File: src/rtl/mem_wb_pipe.sv
// Elastic MEM->WB pipeline: STAGES deep, LANES writes per entry, valid/ready
// backpressure, flush, x0 suppression, lane-collision masking and forwarding lookup.

// Lane write enable at the regfile side: a lane is shadowed when a higher
// (program-order later) lane of the same entry writes the same register.
module mem_wb_lane_mask #(
  parameter int LANES  = 1,
  parameter int ADDR_W = 5,
  parameter int LANE   = 0
) (
  input  logic                      v,
  input  logic [LANES-1:0]          we,
  input  logic [LANES*ADDR_W-1:0]   addr,
  output logic                      we_out
);
  logic shadow;

  always_comb begin
    shadow = 1'b0;
    for (int h = LANE + 1; h < LANES; h++)
      if (we[h] && addr[h*ADDR_W +: ADDR_W] == addr[LANE*ADDR_W +: ADDR_W])
        shadow = 1'b1;
  end

  assign we_out = v & we[LANE] & ~shadow;
endmodule

module mem_wb_pipe #(
  parameter int DATA_W = 32,
  parameter int ADDR_W = 5,
  parameter int LANES  = 1,
  parameter int STAGES = 1,
  parameter int NQ     = 2
) (
  input  logic                     clk,
  input  logic                     rst,
  input  logic                     flush_i,
  input  logic                     in_valid_i,
  output logic                     in_ready_o,
  input  logic [LANES-1:0]         rd_we_i,
  input  logic [LANES*ADDR_W-1:0]  rd_addr_i,
  input  logic [LANES*DATA_W-1:0]  rd_data_i,
  output logic                     out_valid_o,
  input  logic                     out_ready_i,
  output logic [LANES-1:0]         rd_we_o,
  output logic [LANES*ADDR_W-1:0]  rd_addr_o,
  output logic [LANES*DATA_W-1:0]  rd_data_o,
  input  logic [NQ*ADDR_W-1:0]     q_addr_i,
  output logic [NQ-1:0]            q_hit_o,
  output logic [NQ*DATA_W-1:0]     q_data_o
);
  logic [STAGES-1:0]                    v;
  logic [STAGES-1:0][LANES-1:0]         we;
  logic [STAGES-1:0][LANES*ADDR_W-1:0]  addr;
  logic [STAGES-1:0][LANES*DATA_W-1:0]  data;
  logic [STAGES-1:0]                    rdy;
  logic [LANES-1:0]                     we_in;

  // Stage k may advance if the output drains or any bubble sits at or below it;
  // accumulated from the output end so the chain has no self-dependency.
  always_comb begin : ready_chain
    logic acc;
    acc = out_ready_i;
    rdy = '0;
    for (int k = STAGES - 1; k >= 0; k--) begin
      acc    = acc | ~v[k];
      rdy[k] = acc;
    end
  end

  assign in_ready_o = rdy[0] | flush_i;

  for (genvar l = 0; l < LANES; l++) begin : g_cap
    assign we_in[l] = rd_we_i[l] & in_valid_i & (rd_addr_i[l*ADDR_W +: ADDR_W] != '0);
  end

  always_ff @(posedge clk or posedge rst) begin
    if (rst) begin
      v    <= '0;
      we   <= '0;
      addr <= '0;
      data <= '0;
    end else if (flush_i) begin
      v  <= '0;
      we <= '0;
    end else begin
      if (rdy[0]) begin
        v[0]    <= in_valid_i;
        we[0]   <= we_in;
        addr[0] <= rd_addr_i;
        data[0] <= rd_data_i;
      end
      for (int k = 1; k < STAGES; k++) begin
        if (rdy[k]) begin
          v[k]    <= v[k-1];
          we[k]   <= we[k-1];
          addr[k] <= addr[k-1];
          data[k] <= data[k-1];
        end
      end
    end
  end

  assign out_valid_o = v[STAGES-1];
  assign rd_addr_o   = addr[STAGES-1];
  assign rd_data_o   = data[STAGES-1];

  for (genvar l = 0; l < LANES; l++) begin : g_lane
    mem_wb_lane_mask #(.LANES(LANES), .ADDR_W(ADDR_W), .LANE(l)) u_mask (
      .v      (v[STAGES-1]),
      .we     (we[STAGES-1]),
      .addr   (addr[STAGES-1]),
      .we_out (rd_we_o[l])
    );
  end

  // Oldest-to-youngest, lowest-to-highest lane: the last match assigned wins,
  // giving youngest stage / highest lane priority.
  always_comb begin
    q_hit_o  = '0;
    q_data_o = '0;
    for (int j = 0; j < NQ; j++)
      for (int k = STAGES - 1; k >= 0; k--)
        for (int l = 0; l < LANES; l++)
          if (v[k] && we[k][l] && q_addr_i[j*ADDR_W +: ADDR_W] != '0 &&
              addr[k][l*ADDR_W +: ADDR_W] == q_addr_i[j*ADDR_W +: ADDR_W]) begin
            q_hit_o[j]                  = 1'b1;
            q_data_o[j*DATA_W +: DATA_W] = data[k][l*DATA_W +: DATA_W];
          end
  end
endmodule

File: config.mk
export PLATFORM = sky130hd
export DESIGN_NAME = mem_wb_pipe
export DESIGN_NICKNAME = d
export VERILOG_FILES = /design/src/rtl/mem_wb_pipe.sv
export SDC_FILE = /design/constraint.sdc
export NUM_CORES = 1
export LEC_CHECK = 0
export CORE_UTILIZATION = 38
export CTS_BUF_LIST = sky130_fd_sc_hd__clkbuf_4 sky130_fd_sc_hd__clkbuf_8
export CTS_CLUSTER_DIAMETER = 40
export DETAILED_ROUTE_END_ITERATION = 12
export HOLD_SLACK_MARGIN = 0.06
export PLACE_DENSITY = 0.93
export SYNTH_ARGS = -nofsm -noshare
export SYNTH_HDL_FRONTEND = slang
export SYNTH_SLANG_ARGS = --single-unit
File: constraint.sdc
create_clock -name clk -period 2.15 [get_ports clk]
set_input_delay 0.3225 -clock clk [delete_from_list [all_inputs] [get_ports clk]]
set_output_delay 0.3225 -clock clk [all_outputs]
set_load 0.1 [all_outputs]
==> results of run 1 <==
through the flow:
step	worst slack [ps]	util [%]	setup TNS, ps
3_5_place_dp	-356	95.6	-26010
2_1_floorplan	-773	-	-45570
3_3_place_gp	-339	95.6	-20970
cell families after synthesis:
family	synth area share, %
buffers and inverters	8.96
XOR/XNOR	2.87
AND/OR/NAND/NOR	29.1
AO/OA/AOI/OAI	3.02
flip-flops	39.3
multiplexers	16.8
Yosys cell counts, types with 2 or more instances:
cell type / n
xnor2_1: 3
nor4_2: 5
mux2_2: 37
nor3_1: 2
clkbuf_1: 11
nor4_1: 59
nor2_1: 3
xor2_1: 2
nand2_1: 52
dfrtp_1: 39
buf_2: 7
a21oi_4: 2
nand2b_1: 2
inv_1: 18
buf_6: 7
nor2b_1: 2
==> run metrics, run 1 <==
status=aborted with a tool error; last stage reached=clock tree synthesis; first error=[ERROR DPL-0038] Utilization greater than 100%, impossible to legalize; RD Place Congestion=0.801; Placement Rows=29; Synth cell types=28; initial core utilization=39.4%; warnings from Yosys=0; Port Buffer Count=158; setup repair bufs after CTS=11; Mapped Cells=263; CTS root buffer=clkbuf_8; H-tree depth=2; ys async rst share=100%; dominant cell type by area after synthesis=dfrtp_1; Die X=82.9 µm; Main synth FF type=dfrtp_1; Placement Cell Area=6030 µm²; CTS Hold Buffers Added=0; IO Pins=159; sequential share of the synthesized area=39.3%; die height=82.9 µm; Cells after DPL=503; Post-CTS Resized=22; #FFs+latches synth=39; synth top area cells=dfrtp_1 39%, mux2_2 17%, nor4_1 15%; post-synth top area share=39.3%; Syn Nets=316; total CTS buffers=5; dpl hpwl=9.30 mm; EDFF count, synth=0; clk buf depth=2; syn_area_per_cell=9.45 µm²; # clock sinks=39; Mapped Area=2480 µm²
==> run 2, diff against run 1 <==
Settings changed: CORE_UTILIZATION 38 to 26, CTS_BUF_LIST sky130_fd_sc_hd__clkbuf_4 sky130_fd_sc_hd__clkbuf_8 to unset, CTS_CLUSTER_DIAMETER 40 to unset, HOLD_SLACK_MARGIN 0.06 to unset, PLACE_DENSITY 0.93 to unset, PLACE_DENSITY_LB_ADDON set to 0.15.
==> run metrics, run 2 <==
Placement Cell Area=6140 µm² (was 6030 µm²); combinational family with the most area after synthesis=simple AND/OR/NAND/NOR gates (unchanged); Worst Path Class, Setup=register to output port; slowest CP cell=a2111o_2; top-count cell post-synth=nor4_1 (unchanged); initial DRC count=60; area grow syn2layout=169%; initial antenna violation count=0; #FFs+latches synth=39 (unchanged); setup ws final=-306 ps; share of layout cells above drive strength 1=64.2%; Clk Latency, worst-skew pair=280 ps; dominant cell type by area after synthesis=dfrtp_1 (unchanged); Vias/cell=4.86; fin crit period=2460 ps; worst path buffer plus inverter count=2; GR Overflow Total=0; vias in the first global route=2,950; commonest cells after routing, fill and taps aside=87 x buf_12, 64 x nor4_4, 57 x buf_4; mux cell area share after synthesis=16.8% (unchanged); design area=6680 µm²; Reg clk slew, reported paths=90 ps; commonest non-fill, non-tap cell in the layout=buf_12; reg2reg end=rd_data_o[20]$_DFFE_PP0P_; CP Data Required Time=1830 ps; post-synthesis adder-cell area fraction=0% (unchanged); Reg area=996 µm²; clk buf depth=2 (unchanged); Worst Hold Class=input port to asynchronous set/reset pin; worst-margin pin slew=677 ps; crit-path cells=xor2_1, a2111o_2, buf_12, nor4_4, buf_12; Reg2Reg Depth=3; largest net degree at the start of global routing=38; synth top area cells=dfrtp_1 39%, mux2_2 17%, nor4_1 15% (unchanged); Worst setup EP type=output port; fin util=72.3%; Synth Area in XOR/XNOR=2.87% (unchanged); Final Slew Violations=0; Residual DRC=0; WP data arrival=2130 ps; post-route ant nets=0; crit-path max cell delay=540 ps; Leak Pwr=0.00249 µW; pwr dens=516 nW/µm²; Critical path origin=rd_addr_o[0]$_DFFE_PP0P_; Synth cell types=28 (unchanged); status=finished, violations left (was aborted with a tool error); Multi-input gate area=2350 µm²; Final period util=114%; # clock sinks=39 (unchanged); Routed WL=10.8 mm; warnings from Yosys=0 (unchanged); skew final=9.05 ps; Placement Rows=35 (was 29); EDFF count, synth=0 (unchanged); CP Depth=5; Power, Total=3450 µW; CTS tree=built; Die X=99.8 µm (was 82.9 µm); r2r setup slk=330 ps; dpl hpwl=7.70 mm (was 9.30 mm); Main synth FF type=dfrtp_1 (unchanged); sequential share of the synthesized area=39.3% (unchanged); VDD IR max=0.401 mV; crit path to=q_data_o[29]; Mapped Cells=263 (unchanged); ys async rst share=100% (unchanged); Compound-Gate Fraction of Synth Area=3.02% (unchanged); H-tree depth=2 (unchanged); All-Layer GR Usage=21.5%; first-pass GRT wire length=16.3 mm; die height=99.8 µm (was 82.9 µm); Final setup violation count=66; reg2reg start=out_valid_o$_DFFE_PP0P_; Mapped Area=2480 µm² (unchanged); drt first pass iters=5; Final Hold Slack=353 ps; initial core utilization=26.9% (was 39.4%); routed length per instance=18.4 µm; n_diodes=0; Post-synth top cells=59 x nor4_1, 52 x nand2_1, 39 x dfrtp_1, 37 x mux2_2, 18 x inv_1 (unchanged); RD Place Congestion=0.755 (was 0.801); CP delay by family, top=compound AO/OA/AOI/OAI gates; area share of and/or/nand/nor cells after synthesis=29.1% (unchanged); core area=9240 µm²; total CTS buffers=5 (unchanged); Port Buffer Count=158 (unchanged); relative slew slack=54.8%; CTS root buffer=clkbuf_8 (unchanged); Via Count=2,850; Die ar.=9950 µm²; nets@finish=510; failing checks=setup timing; Worst Path Max Fanout=8; post-synth top area share=39.3% (unchanged); Layout fillers=638; IO Pins=159 (unchanged); Final Hold Vio Count=0; cell repeated most along the worst path=buf_12; syn_area_per_cell=9.45 µm² (unchanged); RSZ-0062 raised after global routing=yes; Syn Nets=316 (unchanged); Post-Place Worst Slack=-359 ps (was -356 ps); f_max=0.407 GHz; max reg flops=32; Worst setup SP type=register; maxcap violations=0
run 2: per-stage QoR:
step | setup TNS [ps] | std cells
floorplan | -45570 | 263
finish | -17130 | 587
global route | -21520 | 587
CTS | -18160 | 582
global placement | -22650 | 559
detailed placement | -25250 | 559
run 2: cell families (layout without fill, tap and decap cells):
| logic type | count (synthesis) | in the layout |
|---|---|---|
| XOR/XNOR | 6 | 6 |
| flip-flops | 39 | 39 |
| AND/OR/NAND/NOR | 131 | 132 |
| AO/OA/AOI/OAI | 7 | 7 |
| buffers and inverters | 43 | 237 |
| multiplexers | 37 | 37 |
run 2: timing repair:
item                                   in CTS  in global routing
pin swaps                                   8                  9
hold buffers                                0                  0
endpoints found under the hold margin       0                  0
cloned                                      5                  4
resized for setup                          19                  2
setup buffers                              10                  1
setup endpoints to repair                  66                103
run 2: power by group:
part	internal (µW)	switching, µW	total [µW]
clock network	292	268	560
registers	830	108	938
logic	614	1330	1950
total	1740	1710	3450
run 2: worst min path at each step:
stage	cells past startpoint	to	startpoint	slack, ps
after global routing	2	rd_data_o[28]$_DFFE_PP0P_	rst	380
final	2	rd_data_o[27]$_DFFE_PP0P_	rst	350
after floorplan	1	out_valid_o$_DFFE_PP0P_	flush_i	390
after detailed placement	2	we$_DFFE_PP0P_	we$_DFFE_PP0P_	530
after CTS	2	rd_data_o[27]$_DFFE_PP0P_	rst	360
after global placement	2	we$_DFFE_PP0P_	we$_DFFE_PP0P_	510
run 2: routing by layer:
metal / GRT usage (%) / vias to the layer above / routed length (µm)
met4: 3.51 / 0 / 46
met5: 0 / - / 0
li1: - / 1344 / -
met3: 4.71 / 4 / 557
met1: 26.4 / 1407 / 4390
met2: 38.7 / 95 / 5810
run 2: final cells by class:
type	count	area share, %
sequential	39	14.9
timing repair buffer	211	44.9
clock inverter	1	0.112
tap	129	2.42
multi-input combinational	182	35.2
clock buffer	7	1.44
inverter	18	1.01
Power figures use the tool's default switching activity.
